**src/rtl/mul_seq_pkg.sv**
```systemverilog
// mul_seq_pkg
//   Shared definitions for the iterative shift-add multiplier.
//   - MUL_WIDTH          : operand width (product is twice this)
//   - MUL_SETTLE_DEFAULT : default adder settle cycles per iteration
//   - mul_state_t        : controller states
//   - mul_flags_t        : result status flags (zero / negative / high-half)
package mul_seq_pkg;

    localparam int unsigned MUL_WIDTH          = 32;
    localparam int unsigned MUL_SETTLE_DEFAULT = 2;

    typedef enum logic [1:0] {
        IDLE = 2'd0,
        ITER = 2'd1,
        DONE = 2'd2
    } mul_state_t;

    typedef struct packed {
        logic z;
        logic n;
        logic h;
    } mul_flags_t;

    // A zero product is the reset result, so Z starts set.
    localparam mul_flags_t MUL_FLAGS_RESET = '{z: 1'b1, n: 1'b0, h: 1'b0};

endpackage

```
**src/rtl/mul_seq_ctrl.sv**
```systemverilog
// mul_seq_ctrl
//   Controller for mul_seq: FSM, adder settle counter and iteration counter.
//   Ports:
//     clk, rst_n : clock, asynchronous active-low reset
//     start      : multiply request, only honoured in IDLE
//     accept     : start taken this cycle (datapath loads operands)
//     iter_en    : in ITER, datapath drives the adder
//     commit     : adder result is settled, datapath shifts it in
//     last       : this commit is the final iteration
//     busy, done : handshake outputs decoded from the state register
module mul_seq_ctrl
    import mul_seq_pkg::*;
#(
    parameter int unsigned WIDTH  = MUL_WIDTH,
    parameter int unsigned SETTLE = MUL_SETTLE_DEFAULT
) (
    input  logic clk,
    input  logic rst_n,
    input  logic start,
    output logic accept,
    output logic iter_en,
    output logic commit,
    output logic last,
    output logic busy,
    output logic done
);

    localparam logic [3:0] CNT_LAST = 4'(SETTLE - 1);
    localparam logic [5:0] IT_LAST  = 6'(WIDTH - 1);

    mul_state_t state_q, state_d;
    logic [3:0] cnt_q, cnt_d;
    logic [5:0] it_q, it_d;

    // State and counter registers.
    always_ff @(posedge clk or negedge rst_n) begin
        if (!rst_n) begin
            state_q <= IDLE;
            cnt_q   <= 4'd0;
            it_q    <= 6'd0;
        end else begin
            state_q <= state_d;
            cnt_q   <= cnt_d;
            it_q    <= it_d;
        end
    end

    // Next-state and counter update.
    always_comb begin
        state_d = state_q;
        cnt_d   = cnt_q;
        it_d    = it_q;
        case (state_q)
            IDLE: begin
                if (start) begin
                    state_d = ITER;
                    cnt_d   = 4'd0;
                    it_d    = 6'd0;
                end else begin
                    state_d = IDLE;
                end
            end
            ITER: begin
                if (commit) begin
                    cnt_d = 4'd0;
                    it_d  = it_q + 6'd1;
                    if (last) begin
                        state_d = DONE;
                    end else begin
                        state_d = ITER;
                    end
                end else begin
                    cnt_d = cnt_q + 4'd1;
                end
            end
            DONE: begin
                // Always a single cycle; a held start is seen again in IDLE.
                state_d = IDLE;
            end
            default: begin
                state_d = IDLE;
                cnt_d   = 4'd0;
                it_d    = 6'd0;
            end
        endcase
    end

    // Output decode from the current state only.
    always_comb begin
        accept  = 1'b0;
        iter_en = 1'b0;
        commit  = 1'b0;
        last    = 1'b0;
        busy    = 1'b0;
        done    = 1'b0;
        case (state_q)
            IDLE: begin
                accept = start;
            end
            ITER: begin
                iter_en = 1'b1;
                busy    = 1'b1;
                commit  = (cnt_q == CNT_LAST);
                last    = (cnt_q == CNT_LAST) && (it_q == IT_LAST);
            end
            DONE: begin
                done = 1'b1;
            end
            default: begin
                busy = 1'b0;
            end
        endcase
    end

endmodule

```
**src/rtl/mul_seq.sv**
```systemverilog
// mul_seq
//   Iterative unsigned shift-add multiplier built around an external ripple
//   adder. One product bit is retired per iteration; each iteration waits
//   SETTLE cycles for the adder before committing its sum.
//   Ports:
//     clk, rst_n          : clock, asynchronous active-low reset
//     start, op_a, op_b   : request and operands (captured on accept)
//     busy, done          : handshake (busy while iterating, done pulse)
//     prod, flag_Z/N/H    : product and status, held until the next result
//     add_a, add_b, add_cin : drive the external adder
//     add_s, add_cout     : result from the external adder
module mul_seq
    import mul_seq_pkg::*;
#(
    parameter int unsigned WIDTH  = MUL_WIDTH,
    parameter int unsigned SETTLE = MUL_SETTLE_DEFAULT
) (
    input  logic                 clk,
    input  logic                 rst_n,
    input  logic                 start,
    input  logic [WIDTH-1:0]     op_a,
    input  logic [WIDTH-1:0]     op_b,
    output logic                 busy,
    output logic                 done,
    output logic [2*WIDTH-1:0]   prod,
    output logic                 flag_Z,
    output logic                 flag_N,
    output logic                 flag_H,
    output logic [WIDTH-1:0]     add_a,
    output logic [WIDTH-1:0]     add_b,
    output logic                 add_cin,
    input  logic [WIDTH-1:0]     add_s,
    input  logic                 add_cout
);

    logic accept;
    logic iter_en;
    logic commit;
    logic last;

    logic [WIDTH-1:0]   m_q, m_d;
    logic [WIDTH-1:0]   hi_q, hi_d;
    logic [WIDTH-1:0]   lo_q, lo_d;
    logic [2*WIDTH-1:0] prod_q, prod_d;
    mul_flags_t         flags_q, flags_d;

    logic [WIDTH-1:0]   hi_step;
    logic [WIDTH-1:0]   lo_step;

    function automatic mul_flags_t calc_flags(input logic [2*WIDTH-1:0] p);
        mul_flags_t f;
        f.z = (p == {(2*WIDTH){1'b0}});
        f.n = p[2*WIDTH-1];
        f.h = (p[2*WIDTH-1:WIDTH] != {WIDTH{1'b0}});
        return f;
    endfunction

    mul_seq_ctrl #(
        .WIDTH  (WIDTH),
        .SETTLE (SETTLE)
    ) u_ctrl (
        .clk     (clk),
        .rst_n   (rst_n),
        .start   (start),
        .accept  (accept),
        .iter_en (iter_en),
        .commit  (commit),
        .last    (last),
        .busy    (busy),
        .done    (done)
    );

    // Datapath registers.
    always_ff @(posedge clk or negedge rst_n) begin
        if (!rst_n) begin
            m_q     <= {WIDTH{1'b0}};
            hi_q    <= {WIDTH{1'b0}};
            lo_q    <= {WIDTH{1'b0}};
            prod_q  <= {(2*WIDTH){1'b0}};
            flags_q <= MUL_FLAGS_RESET;
        end else begin
            m_q     <= m_d;
            hi_q    <= hi_d;
            lo_q    <= lo_d;
            prod_q  <= prod_d;
            flags_q <= flags_d;
        end
    end

    // Accumulator update: the adder carry becomes the new top bit of hi and
    // the bit shifted out of the sum enters lo from the top, so the whole
    // 2*WIDTH accumulator shifts right by one per commit with nothing lost.
    always_comb begin
        hi_step = {add_cout, add_s[WIDTH-1:1]};
        lo_step = {add_s[0], lo_q[WIDTH-1:1]};
        m_d     = m_q;
        hi_d    = hi_q;
        lo_d    = lo_q;
        prod_d  = prod_q;
        flags_d = flags_q;
        if (accept) begin
            m_d  = op_a;
            hi_d = {WIDTH{1'b0}};
            lo_d = op_b;
        end else if (commit) begin
            hi_d = hi_step;
            lo_d = lo_step;
            if (last) begin
                prod_d  = {hi_step, lo_step};
                flags_d = calc_flags({hi_step, lo_step});
            end else begin
                prod_d  = prod_q;
                flags_d = flags_q;
            end
        end else begin
            hi_d = hi_q;
            lo_d = lo_q;
        end
    end

    // Adder drive: add M when the current multiplier bit is set, else pass hi.
    always_comb begin
        if (iter_en) begin
            add_a = hi_q;
            add_b = lo_q[0] ? m_q : {WIDTH{1'b0}};
        end else begin
            add_a = {WIDTH{1'b0}};
            add_b = {WIDTH{1'b0}};
        end
    end

    assign add_cin = 1'b0;
    assign prod    = prod_q;
    assign flag_Z  = flags_q.z;
    assign flag_N  = flags_q.n;
    assign flag_H  = flags_q.h;

endmodule
```
**config.mk**
```make
export PLATFORM = sky130hd
export DESIGN_NAME = mul_seq
export DESIGN_NICKNAME = d
export VERILOG_FILES = /design/src/rtl/mul_seq_pkg.sv /design/src/rtl/mul_seq_ctrl.sv /design/src/rtl/mul_seq.sv
export SDC_FILE = /design/constraint.sdc
export NUM_CORES = 1
export LEC_CHECK = 0
export ABC_AREA = 1
export BUFFER_PORTS_ARGS = -buffer_cell sky130_fd_sc_hd__buf_2
export CELL_PAD_IN_SITES_DETAIL_PLACEMENT = 1
export CELL_PAD_IN_SITES_GLOBAL_PLACEMENT = 1
export CORE_MARGIN = 2
export CORE_UTILIZATION = 30
export CTS_CLUSTER_DIAMETER = 60
export DETAILED_ROUTE_END_ITERATION = 8
export PLACE_DENSITY = 0.67
export SLEW_MARGIN = 15
export SYNTH_ARGS = -nofsm -noshare
export SYNTH_HDL_FRONTEND = slang
export SYNTH_HIERARCHICAL = 1
export SYNTH_SLANG_ARGS = --single-unit
```
**constraint.sdc**
```tcl
create_clock -name clk -period 2.29 [get_ports clk]
set_input_delay 0.229 -clock clk [delete_from_list [all_inputs] [get_ports clk]]
set_output_delay 0.229 -clock clk [all_outputs]
set_load 0.02 [all_outputs]
```
==> results.py <==
metrics = {
    "outcome": {
        "status": "completed",
    },
    "sta": {
        "finalClockSkew_ns": 0.0168,
        "period_needed_ns": 2.11,
        "rsz0062_at_grt": "no",
        "setup_ws_ns": 0.178,
        "timing.slew.headroom": 0.659,
        "fin_setup_tns_ns": 0,
        "fin_crit_sh": 0.922,
        "tightest_slew_ns": 0.511,
        "setup_viol": 0,
        "final-max-slew-violation-count": 0,
        "fmax_ghz": 0.474,
        "hold_viol_final": 0,
    },
    "grt": {
        "grt_pass1_vias": 6870,
        "grt_pass1_wl_microns": 36700,
        "grt-ovfl-total": 0,
        "grt_max_degree": 82,
        "antenna_found_initial": 4,
        "grt_usage": 0.177,
    },
    "final_layout": {
        "area_growth_pct": 31.5,
        "nets": 1208,
        "nFillCells": 2954,
        "drive_gt1_frac": 0.267,
        "multi_input_area_sq_mm": 0.00252,
        "regArea_sq_mm": 0.00436,
        "antennaDiodeCount": 0,
    },
    "critical_path": {
        "criticalPathCategory": "reg2out",
        "required_ns": 2.06,
        "r2r-start": "u_ctrl/cnt_q[1]",
        "cp.arrival_ns": 1.88,
        "crit_path_top_delay_cell": "dfrtp_1",
        "start_kind": "flop",
        "r2r_slack_ns": 0.28,
        "cp_max_fo": 32,
        "cp_cell_sequence": "nand2_4 > clkinv_8 > nand2_1 > buf_8 > nor2_1 > buf_2",
        "startpoint": "u_ctrl/state_q[0]",
        "critical_path.max_stage_delay_ns": 0.46,
        "end_kind": "primary output",
    },
    "power": {
        "power_uw": 6670,
        "pwr-share-clk": 0.468,
        "ir_drop_mv": 0.381,
        "swShare": 0.237,
        "power.density_mw_per_mm2": 673,
        "pwr-share-comb": 0.059,
        "p_int_uw": 5090,
        "p_switching_uw": 1580,
        "p_leak_uw": 0.00552,
        "seq_power_share": 0.473,
    },
    "yosys": {
        "ys_types": 35,
        "synth_warnings": 6,
        "synth.avg_cell_area_sq_um": 8.71,
        "async_flop_share": 1.00,
        "synth_top_area_frac": 0.575,
        "synth.top_cells.by_area": "dfrtp_1 57%, nand2_1 14%, inv_1 5.4%",
        "synthesis.instances": 865,
        "netlist_area_sq_mm": 0.00753,
        "synth_ff_type": "dfrtp_1",
        "ys_ff_latch": 174,
        "synth_common_cells": "279 x nand2_1, 173 x dfrtp_1, 108 x inv_1",
        "ys_seq_area_frac": 0.578,
        "synth-edff-count": 0,
        "synth_area_leader_cell": "dfrtp_1",
        "syn-num-nets": 968,
        "synth_most_common_cell": "nand2_1",
    },
    "drt": {
        "final_antenna_net_count": 0,
        "drc": 0,
        "dr.pass1.iters": 4,
        "routed-via-count": 6549,
        "drtIter0Drc": 268,
        "wire_per_inst_microns": 15.9,
        "vias_per_cell": 4.54,
        "wl_microns": 22900,
    },
    "cts": {
        "clkTransAtPathRegs_ns": 0.07,
        "cts-root-buf": "clkbuf_16",
        "cts_inserted_buffers": 17,
        "htreeDepth": 4,
        "cts.sinks": 174,
        "insertion_delay_ns": 0.43,
        "cts_buffer_depth": 2,
        "cts_tree": "done",
    },
    "place": {
        "place_hpwl_microns": 16000,
        "dp_worst_setup_slack_ns": 0.200,
        "gp_congestion": 0.779,
        "port_buffers": 232,
    },
    "die": {
        "chipWidth_microns": 162,
        "initial_core_util": 0.308,
        "pin_count": 234,
        "dieArea_sq_mm": 0.0264,
        "core_area_sq_mm": 0.0245,
        "die_y_microns": 162,
        "row_count": 57,
    },
    "hold_path": {
        "hold_start": "op_a[13]",
        "worst_hold_path_type": "in2reg",
    },
    "flow_run": {
        "max_cap_violations": 0,
    },
}
metrics by stage:
stage           util  instance area [sq um]  cells  hold WS (ns)
4_1_cts        0.404                   9890   1442       0.00185
6_report       0.405                   9900   1442        0.0160
2_1_floorplan      -                   7530    865       -0.0666
5_1_grt        0.405                   9900   1442        0.0118
3_5_place_dp   0.370                   9050   1389         0.181
3_3_place_gp   0.370                   9050   1389         0.185
logic make-up (layout without fill, tap and decap cells):
family	count (synthesis)	in the layout	synth area share
AOI/OAI and AO/OA	145	145	0.122
xor gates and xnor gates	1	1	0.00116
adders and majority gates	3	3	0.00498
buffers and inverters	160	413	0.0894
DFF	174	174	0.578
other	1	1	0.000498
and+or+nand+nor	381	381	0.204
final cells by class:
class | count | share of cell area
sequential | 174 | 0.440
multi-input combinational | 531 | 0.254
timing repair buffer | 268 | 0.158
clock buffer | 19 | 0.0457
inverter | 113 | 0.0441
tap | 324 | 0.0409
clock inverter | 13 | 0.0177
registers in the layout (all words and copies together) (netlist names):
name and count:
u_ctrl/cnt_q 4, u_ctrl/it_q 6, flag_Z 1, flag_H 1
prod 64, hi_q 32, m_q 32, u_ctrl/state_q 2
lo_q 32
repair_timing:
item	4_1_cts	5_1_grt
hold endpoints to repair	56	0
gates cloned	0	0
gates resized for setup	1	4
setup endpoints to repair	31	33
hold buffers	21	0
buffers inserted	0	0
power by group through the flow:
| stage | Combinational, uW | Clock (uW) | Sequential, uW |
|---|---|---|---|
| after CTS | 401 | 3220 | 3150 |
| after global routing | 441 | 3340 | 3160 |
| after detailed placement | 371 | 0 | 3210 |
| after floorplan | 135 | 0 | 3200 |
| after global placement | 367 | 0 | 3210 |
| final | 391 | 3120 | 3150 |
path summary, 6_finish.rpt:
path,end,depth (start not counted)
max,add_b[10],6
min,m_q[13],3
max reg2reg,flag_Z,11
min reg2reg,flag_H,2
max in group asynchronous,m_q[5],3
min in group asynchronous,prod[37],2
layer usage:
layer / GRT usage / up-vias / share of wire
li1: - / 3190 / -
met1: 0.235 / 3142 / 0.46
met2: 0.289 / 188 / 0.46
met3: 0.0497 / 23 / 0.069
met4: 0.0374 / 6 / 0.0097
met5: 0 / - / 0.0017
worst max-delay path: cells and delay by family, from the launching register on:
| family | cells | cell delay, ns |
|---|---|---|
| DFF | 1 | 0.46 |
| buffers and inverters | 3 | 0.54 |
| and+or+nand+nor | 3 | 0.41 |
layout by cell type, fill, tap and decap left out, drive strengths merged:
cell type,n
nand2,284
buf,246
dfrtp,173
inv,117
o21ai,86
nor2,74
dlygate4sd3,21
a22o,20
nand3,20
clkbuf,20
o211ai,18
o221ai,14
clkinv,5
bufinv,3
o21bai,3
ha,3
o22ai,2
nor3,2
conb,1
clkinvlp,1
dfstp,1
nand4,1
a21oi,1
xor2,1
a31oi,1
(Power assumes the default switching activity.)
